`src/rtl/fir_pkg.sv`:
```
// fir_pkg: shared constants, typedefs and the coefficient ROM for the
// 16-tap serial FIR datapath.
//   TAPS            number of taps / delay line depth
//   *_DEF           default sample, coefficient and accumulator widths
//   h_coef(k)       coefficient of tap k (symmetric low-pass, sum 256)
package fir_pkg;
  localparam int TAPS       = 16;
  localparam int DIN_W_DEF  = 8;
  localparam int COEF_W_DEF = 8;
  localparam int ACC_W_DEF  = DIN_W_DEF + COEF_W_DEF + 4;

  typedef logic signed [DIN_W_DEF-1:0]            sample_t;
  typedef logic signed [COEF_W_DEF-1:0]           coef_t;
  typedef logic signed [DIN_W_DEF+COEF_W_DEF-1:0] prod_t;
  typedef logic signed [ACC_W_DEF-1:0]            acc_t;

  function automatic coef_t h_coef(input logic [3:0] k);
    case (k)
      4'd0, 4'd15: h_coef = -8'sd1;
      4'd1, 4'd14: h_coef = -8'sd2;
      4'd2, 4'd13: h_coef =  8'sd0;
      4'd3, 4'd12: h_coef =  8'sd6;
      4'd4, 4'd11: h_coef =  8'sd15;
      4'd5, 4'd10: h_coef =  8'sd27;
      4'd6, 4'd9:  h_coef =  8'sd38;
      default:     h_coef =  8'sd45;  // taps 7 and 8
    endcase
  endfunction
endpackage

```
`src/rtl/fir_mac_if.sv`:
```
// fir_mac_if: sequencer-facing bundle of the FIR MAC.
//   in_st/din          new-sample strobe and sample
//   cnt/count_flag     tap index and running flag from the frame counter
//   y/y_valid          filter output and its one-cycle update strobe
// master drives samples and counter state, slave (the datapath) drives y.
interface fir_mac_if #(
  parameter int DIN_W = 8,
  parameter int ACC_W = 20
);
  logic                    in_st;
  logic signed [DIN_W-1:0] din;
  logic [4:0]              cnt;
  logic                    count_flag;
  logic signed [ACC_W-1:0] y;
  logic                    y_valid;

  modport master (output in_st, din, cnt, count_flag, input  y, y_valid);
  modport slave  (input  in_st, din, cnt, count_flag, output y, y_valid);
endinterface

```
`src/rtl/fir_delay_line.sv`:
```
// fir_delay_line: 16-deep sample shift register with a tap-indexed read mux.
//   clk, rst    clock, synchronous active-high reset (clears all samples)
//   shift, din  push din into x[0] and age every sample by one slot
//   rd_idx      tap index k, rd_data = x[k] (combinational)
module fir_delay_line
  import fir_pkg::*;
#(
  parameter int DIN_W = DIN_W_DEF
) (
  input  logic                    clk,
  input  logic                    rst,
  input  logic                    shift,
  input  logic signed [DIN_W-1:0] din,
  input  logic [3:0]              rd_idx,
  output logic signed [DIN_W-1:0] rd_data
);
  // x_q[0] is the newest sample, x_q[TAPS-1] the oldest
  logic [TAPS-1:0][DIN_W-1:0] x_q, x_d;

  always_comb begin
    x_d = x_q;
    if (shift) x_d = {x_q[TAPS-2:0], din};
  end

  always_ff @(posedge clk) begin
    if (rst) x_q <= '0;
    else     x_q <= x_d;
  end

  assign rd_data = $signed(x_q[rd_idx]);
endmodule

```
`src/rtl/fir_mac.sv`:
```
// fir_mac: serial multiply-accumulate datapath of the 16-tap FIR.
//   clk, rst   clock, synchronous active-high reset
//   bus        fir_mac_if slave: in_st/din sample strobe, cnt/count_flag
//              from the frame counter, y/y_valid filter output
// Pipeline: tap cycle k registers x[k]*h[k]; the product is accumulated one
// edge later; the full sum is latched into y at the end of cnt=17.
module fir_mac
  import fir_pkg::*;
#(
  parameter int DIN_W  = DIN_W_DEF,
  parameter int COEF_W = COEF_W_DEF,
  parameter int ACC_W  = DIN_W + COEF_W + 4
) (
  input  logic      clk,
  input  logic      rst,
  fir_mac_if.slave  bus
);
  localparam int PROD_W = DIN_W + COEF_W;

  logic signed [DIN_W-1:0]  tap_x;
  logic signed [COEF_W-1:0] tap_h;
  logic                     tap_cyc, out_cyc;

  logic signed [PROD_W-1:0] prod_q, prod_d;
  logic                     pv_q, pv_d;
  logic signed [ACC_W-1:0]  acc_q, acc_d;
  logic signed [ACC_W-1:0]  y_q, y_d;
  logic                     y_valid_q, y_valid_d;

  fir_delay_line #(.DIN_W(DIN_W)) u_dl (
    .clk     (clk),
    .rst     (rst),
    .shift   (bus.in_st),
    .din     (bus.din),
    .rd_idx  (bus.cnt[3:0]),
    .rd_data (tap_x)
  );

  assign tap_h   = COEF_W'(h_coef(bus.cnt[3:0]));
  assign tap_cyc = bus.count_flag && !bus.cnt[4];
  assign out_cyc = bus.count_flag && (bus.cnt == 5'd17);

  always_comb begin
    prod_d    = prod_q;
    pv_d      = 1'b0;
    acc_d     = acc_q;
    y_d       = y_q;
    y_valid_d = 1'b0;
    if (tap_cyc) begin
      prod_d = PROD_W'(tap_x) * PROD_W'(tap_h);
      pv_d   = 1'b1;
    end
    if (pv_q) acc_d = acc_q + ACC_W'(prod_q);
    if (out_cyc) begin
      y_d       = acc_q;
      y_valid_d = 1'b1;
    end
    // a new sample restarts the frame: partial sum and in-flight product
    // are dropped and no output is published from the aborted frame
    if (bus.in_st) begin
      acc_d     = '0;
      pv_d      = 1'b0;
      y_d       = y_q;
      y_valid_d = 1'b0;
    end
  end

  always_ff @(posedge clk) begin
    if (rst) begin
      prod_q    <= '0;
      pv_q      <= 1'b0;
      acc_q     <= '0;
      y_q       <= '0;
      y_valid_q <= 1'b0;
    end else begin
      prod_q    <= prod_d;
      pv_q      <= pv_d;
      acc_q     <= acc_d;
      y_q       <= y_d;
      y_valid_q <= y_valid_d;
    end
  end

  assign bus.y       = y_q;
  assign bus.y_valid = y_valid_q;
endmodule

```
`src/flat_wrapper.sv`:
```
// flat-port wrapper written by rule: the top's interface ports become plain ports
module fir_mac_flat import fir_pkg::*;
#(
  parameter int DIN_W  = DIN_W_DEF,
  parameter int COEF_W = COEF_W_DEF,
  parameter int ACC_W  = DIN_W + COEF_W + 4
)
  (clk, rst, bus_in_st, bus_din, bus_cnt, bus_count_flag, bus_y, bus_y_valid);
  fir_mac_if #(.DIN_W(DIN_W), .ACC_W(ACC_W)) bus_i ();
  input  logic clk;
  input  logic rst;
  input wire logic [$bits(bus_i.in_st)-1:0] bus_in_st;
  input wire logic [$bits(bus_i.din)-1:0] bus_din;
  input wire logic [$bits(bus_i.cnt)-1:0] bus_cnt;
  input wire logic [$bits(bus_i.count_flag)-1:0] bus_count_flag;
  output wire logic [$bits(bus_i.y)-1:0] bus_y;
  output wire logic [$bits(bus_i.y_valid)-1:0] bus_y_valid;
  assign bus_i.in_st = bus_in_st;
  assign bus_i.din = bus_din;
  assign bus_i.cnt = bus_cnt;
  assign bus_i.count_flag = bus_count_flag;
  assign bus_y = bus_i.y;
  assign bus_y_valid = bus_i.y_valid;
  fir_mac #(.DIN_W(DIN_W), .COEF_W(COEF_W), .ACC_W(ACC_W)) u_core (.clk(clk), .rst(rst), .bus(bus_i));
endmodule
```
`config.mk`:
```
export PLATFORM = sky130hd
export DESIGN_NAME = fir_mac_flat
export DESIGN_NICKNAME = d
export VERILOG_FILES = /design/src/rtl/fir_pkg.sv /design/src/rtl/fir_mac_if.sv /design/src/rtl/fir_delay_line.sv /design/src/rtl/fir_mac.sv /design/src/flat_wrapper.sv
export SDC_FILE = /design/constraint.sdc
export NUM_CORES = 1
export LEC_CHECK = 0
export CORE_ASPECT_RATIO = 1.75
export CORE_MARGIN = 4
export CORE_UTILIZATION = 45
export CTS_CLUSTER_DIAMETER = 30
export DETAILED_ROUTE_END_ITERATION = 12
export GPL_ROUTABILITY_DRIVEN = 0
export MAX_ROUTING_LAYER = met4
export PLACE_DENSITY_LB_ADDON = 0.08
export SLEW_MARGIN = 15
export SYNTH_ARGS = -nofsm -noshare
export SYNTH_HDL_FRONTEND = slang
export SYNTH_HIERARCHICAL = 1
export SYNTH_SLANG_ARGS = --single-unit
```
`constraint.sdc`:
```
create_clock -name clk -period 7.21 [get_ports clk]
set_input_delay 0.721 -clock clk [delete_from_list [all_inputs] [get_ports clk]]
set_output_delay 0.721 -clock clk [all_outputs]
set_load 0.05 [all_outputs]
```
==> run_results.csv <==
group,metric,value,unit
status,status,"completed",
critical_path,path_max_fanout,13,
detailed_routing,drcViolationCount,0,
clock_tree,path_clk_slew,0.07,ns
clock_tree,hold_buffers,0,
detailed_routing,vias,7672,
global_route,grt_pass1_vias,7951,
clock_tree,cts_htree_levels,4,
timing,hold_slack,0.459,ns
logic_synthesis,ys_types,61,
cells_and_area,nets,1268,
clock_tree,cts_setup_buffers,0,
detailed_routing,route.antenna.remaining_nets,0,
critical_path,crit_buf_inv,5,
global_route,antenna_found_initial,0,
global_route,grt_pass1_wl,39400,um
logic_synthesis,postSynthCellCount,1132,
hold_path,hold_class,"flip-flop to flip-flop",
logic_synthesis,yosysWarnings,6,
timing,slew-limit-headroom,0.291,
critical_path,cpPeakStageDelay,0.73,ns
critical_path,required,7.55,ns
timing,finalSetupViolCount,0,
pwr,p_leak,5.53,nW
clock_tree,clock_latency,0.45,ns
timing,fin_crit_sh,0.868,
logic_synthesis,avgSynthCellArea,9.86,um^2
die,rows,76,
timing,layout_setup_ws,0.949,ns
detailed_routing,totalWireLength,23400,um
timing,slew_viol_final,0,
clock_tree,cts_buffers,17,
place,io_buffers,37,
critical_path,crit_family,"adder cells",
clock_tree,cts.path.max_buffers,2,
place,dpl.hpwl,17200,um
logic_synthesis,synth.net_count,1255,
timing,max_freq,0.160,GHz
cells_and_area,antennaDiodeCount,0,
job,drv_cap,0,
die,boundaryPins,38,
timing,finalClockSkew,0.00723,ns
cells_and_area,fill_cells,2367,
critical_path,cp-start-kind,"input port",
clock_tree,cts_tree,"done",
logic_synthesis,yosysSeqAreaShare,0.334,
critical_path,critPathArrivalTime,6.60,ns
critical_path,crit_path_frequent_cell,"inv_1",
pwr,design_power_total,0.00216,W
place,place_ws,0.419,ns
cells_and_area,drive_gt1_frac,0.0666,
die,die_h,216,um
logic_synthesis,ys.flop_type,"dfxtp_1",
critical_path,crit_path_end_kind,"flip-flop",
detailed_routing,wl_per_cell,15.9,um
clock_tree,cts_sinks,186,
logic_synthesis,async_flop_share,0,
cells_and_area,fin_util,0.501,
critical_path,cpMaxStageDelayCell,"clkdlybuf4s50_1",
logic_synthesis,synth_edf_count,0,
die,die_w,127,um
timing,fin_tns_setup,0,ns
pwr,power_density,176,nW/um^2
timing,worst_pin_slew,1.06,ns
die,start_util,0.455,
global_route,grt.total_usage,0.184,
die,core-area,24500,um^2
timing,finalHoldViolCount,0,
cells_and_area,syn2layout_area_growth,10.0,%
timing,rsz0062_at_grt,"false",
critical_path,crit_chain,"clkdlybuf4s50_1, nor2b_1, a22oi_1, nand2_1, and2_1, ha_1, inv_1, fa_1, inv_1, ha_1, inv_1, fa_1, inv_1, ha_1, fa_1, a21o_1, a21oi_1, o21bai_1, a2111oi_1, o31ai_1, mux2i_1, nand2_1",
timing,finalCriticalPeriod,6.26,ns
detailed_routing,first_pass_iters,5,
global_route,grt_start_max_net_pins,99,
global_route,gr-total-overflow,0,
clock_tree,clockRootBuffer,"clkbuf_16",
clock_tree,cts_resized,0,
critical_path,worstSetupPathType,"input port to flip-flop",
logic_synthesis,synthesis.area,11200,um^2
detailed_routing,post_drt_via_cell_ratio,5.23,
detailed_routing,drt_iter0_markers,268,
pwr,ir_worst_vdd,0.000176,V
logic_synthesis,synth_seq_cells,186,
die,die_area,27500,um^2
## layout by cell type, fill, tap and decap left out, types with 6 or more instances in the layout
master           count
nor2_1             185
mux2i_1            156
nor2b_1             16
and3_1               6
clkbuf_16           17
nand2_1             57
inv_1               99
a21oi_1             32
clkdlybuf4s50_1     33
o21ai_0             12
mux4_1              14
nand3_1              6
o21ai_1              6
nand2b_1            11
a21o_1              10
a22oi_1             16
nor3_1              12
buf_4               11
mux4_2              17
fa_1                57
and2_1              33
nand3b_1             7
dfxtp_1            186
ha_1                49
xnor2_1             18
o21a_1              12
## worst paths after layout
check,from,to,slack (ns),cells after the start
min,u_core/prod_q[10],u_core/prod_q[10],0.46,2
max,bus_cnt[3],u_core/prod_q[14],0.95,22
max reg2reg,u_core/u_dl/x_q[68],u_core/prod_q[14],1.62,21
min reg2reg,u_core/prod_q[10],u_core/prod_q[10],0.46,2
## cells in the mapped netlist (all sizes together), types with 2 or more instances
library cell / instances / area share
nor3b: 2 / 0.0013
dfxtp: 186 / 0.33
a311oi: 3 / 0.0024
o21bai: 2 / 0.0013
or2: 5 / 0.0028
clkdlybuf4s25: 3 / 0.0027
nand2: 57 / 0.019
nand2b: 11 / 0.0062
o21a: 12 / 0.0081
a22oi: 16 / 0.011
a21oi: 33 / 0.015
a211oi: 5 / 0.0045
and3: 6 / 0.0034
clkbuf: 29 / 0.0098
nand3: 6 / 0.0027
a31oi: 5 / 0.0034
mux4: 32 / 0.069
o21ai: 18 / 0.0081
nor3: 13 / 0.0068
xor2: 5 / 0.0039
mux2i: 156 / 0.14
a2111oi: 2 / 0.0034
ha: 49 / 0.055
nand3b: 7 / 0.0047
xnor2: 18 / 0.014
nor2: 185 / 0.062
inv: 99 / 0.033
nand4: 2 / 0.0011
o211ai: 3 / 0.0025
a21o: 11 / 0.0081
nor4b: 2 / 0.0016
or3: 4 / 0.0022
buf: 23 / 0.014
fa: 57 / 0.10
nor2b: 16 / 0.0090
a21boi: 2 / 0.0017
a211o: 2 / 0.0017
and2: 33 / 0.018
o31ai: 5 / 0.0034
## final cells by class
class / count / area, um^2 / area share
multi-input combinational: 792 / 6770 / 0.551
sequential: 186 / 3720 / 0.303
inverter: 99 / 372 / 0.0303
tap: 312 / 390 / 0.0318
clock buffer: 19 / 443 / 0.0361
clock inverter: 11 / 113 / 0.00917
timing repair buffer: 49 / 474 / 0.0386
## per-layer routing
layer	up-vias	share of wire	routed length (um)	GRT usage
met5	-	0	0	-
met4	0	0.024	549	0.0709
met3	34	0.019	446	0.0281
met2	65	0.56	13200	0.351
met1	3725	0.39	9180	0.185
li1	3848	-	-	-
## through the flow
step | std cells | cell area, um^2
floorplan | 1132 | 11200
global placement | 1438 | 11700
detailed placement | 1438 | 11700
CTS | 1468 | 12300
global route | 1468 | 12300
finish | 1468 | 12300
## power breakdown
| part | internal (W) | total [W] | leakage [nW] | switching (W) |
|---|---|---|---|---|
| clock | 0.000487 | 0.000908 | 0.264 | 0.000421 |
| sequential | 0.00104 | 0.00104 | 1.50 | 0.00000756 |
| combinational | 0.0000864 | 0.000213 | 3.77 | 0.000127 |
## sequential cells by signal (all words and copies together), names as in the netlist
name                cells
u_core/prod_q          16
u_core/bus.y_valid      1
u_core/acc_q           20
u_core/bus.y           20
u_core/u_dl/x_q       128
u_core/pv_q             1
## worst min-delay path, delay by kind of cell (launching register included)
family | cells | cell delay, ns
AND/OR/NAND/NOR | 1 | 0.05
AO/OA/AOI/OAI | 1 | 0.05
flip-flops | 1 | 0.31
## cells by family after synthesis
logic type,count (synthesis),synth area share
fa+ha+maj,106,0.157
flops,186,0.334
xor+xnor,23,0.0180
mux,189,0.210
buf+inv,154,0.0602
compound gates,123,0.0775
simple gates,351,0.143
No activity file was read; power rests on OpenSTA's default activity.
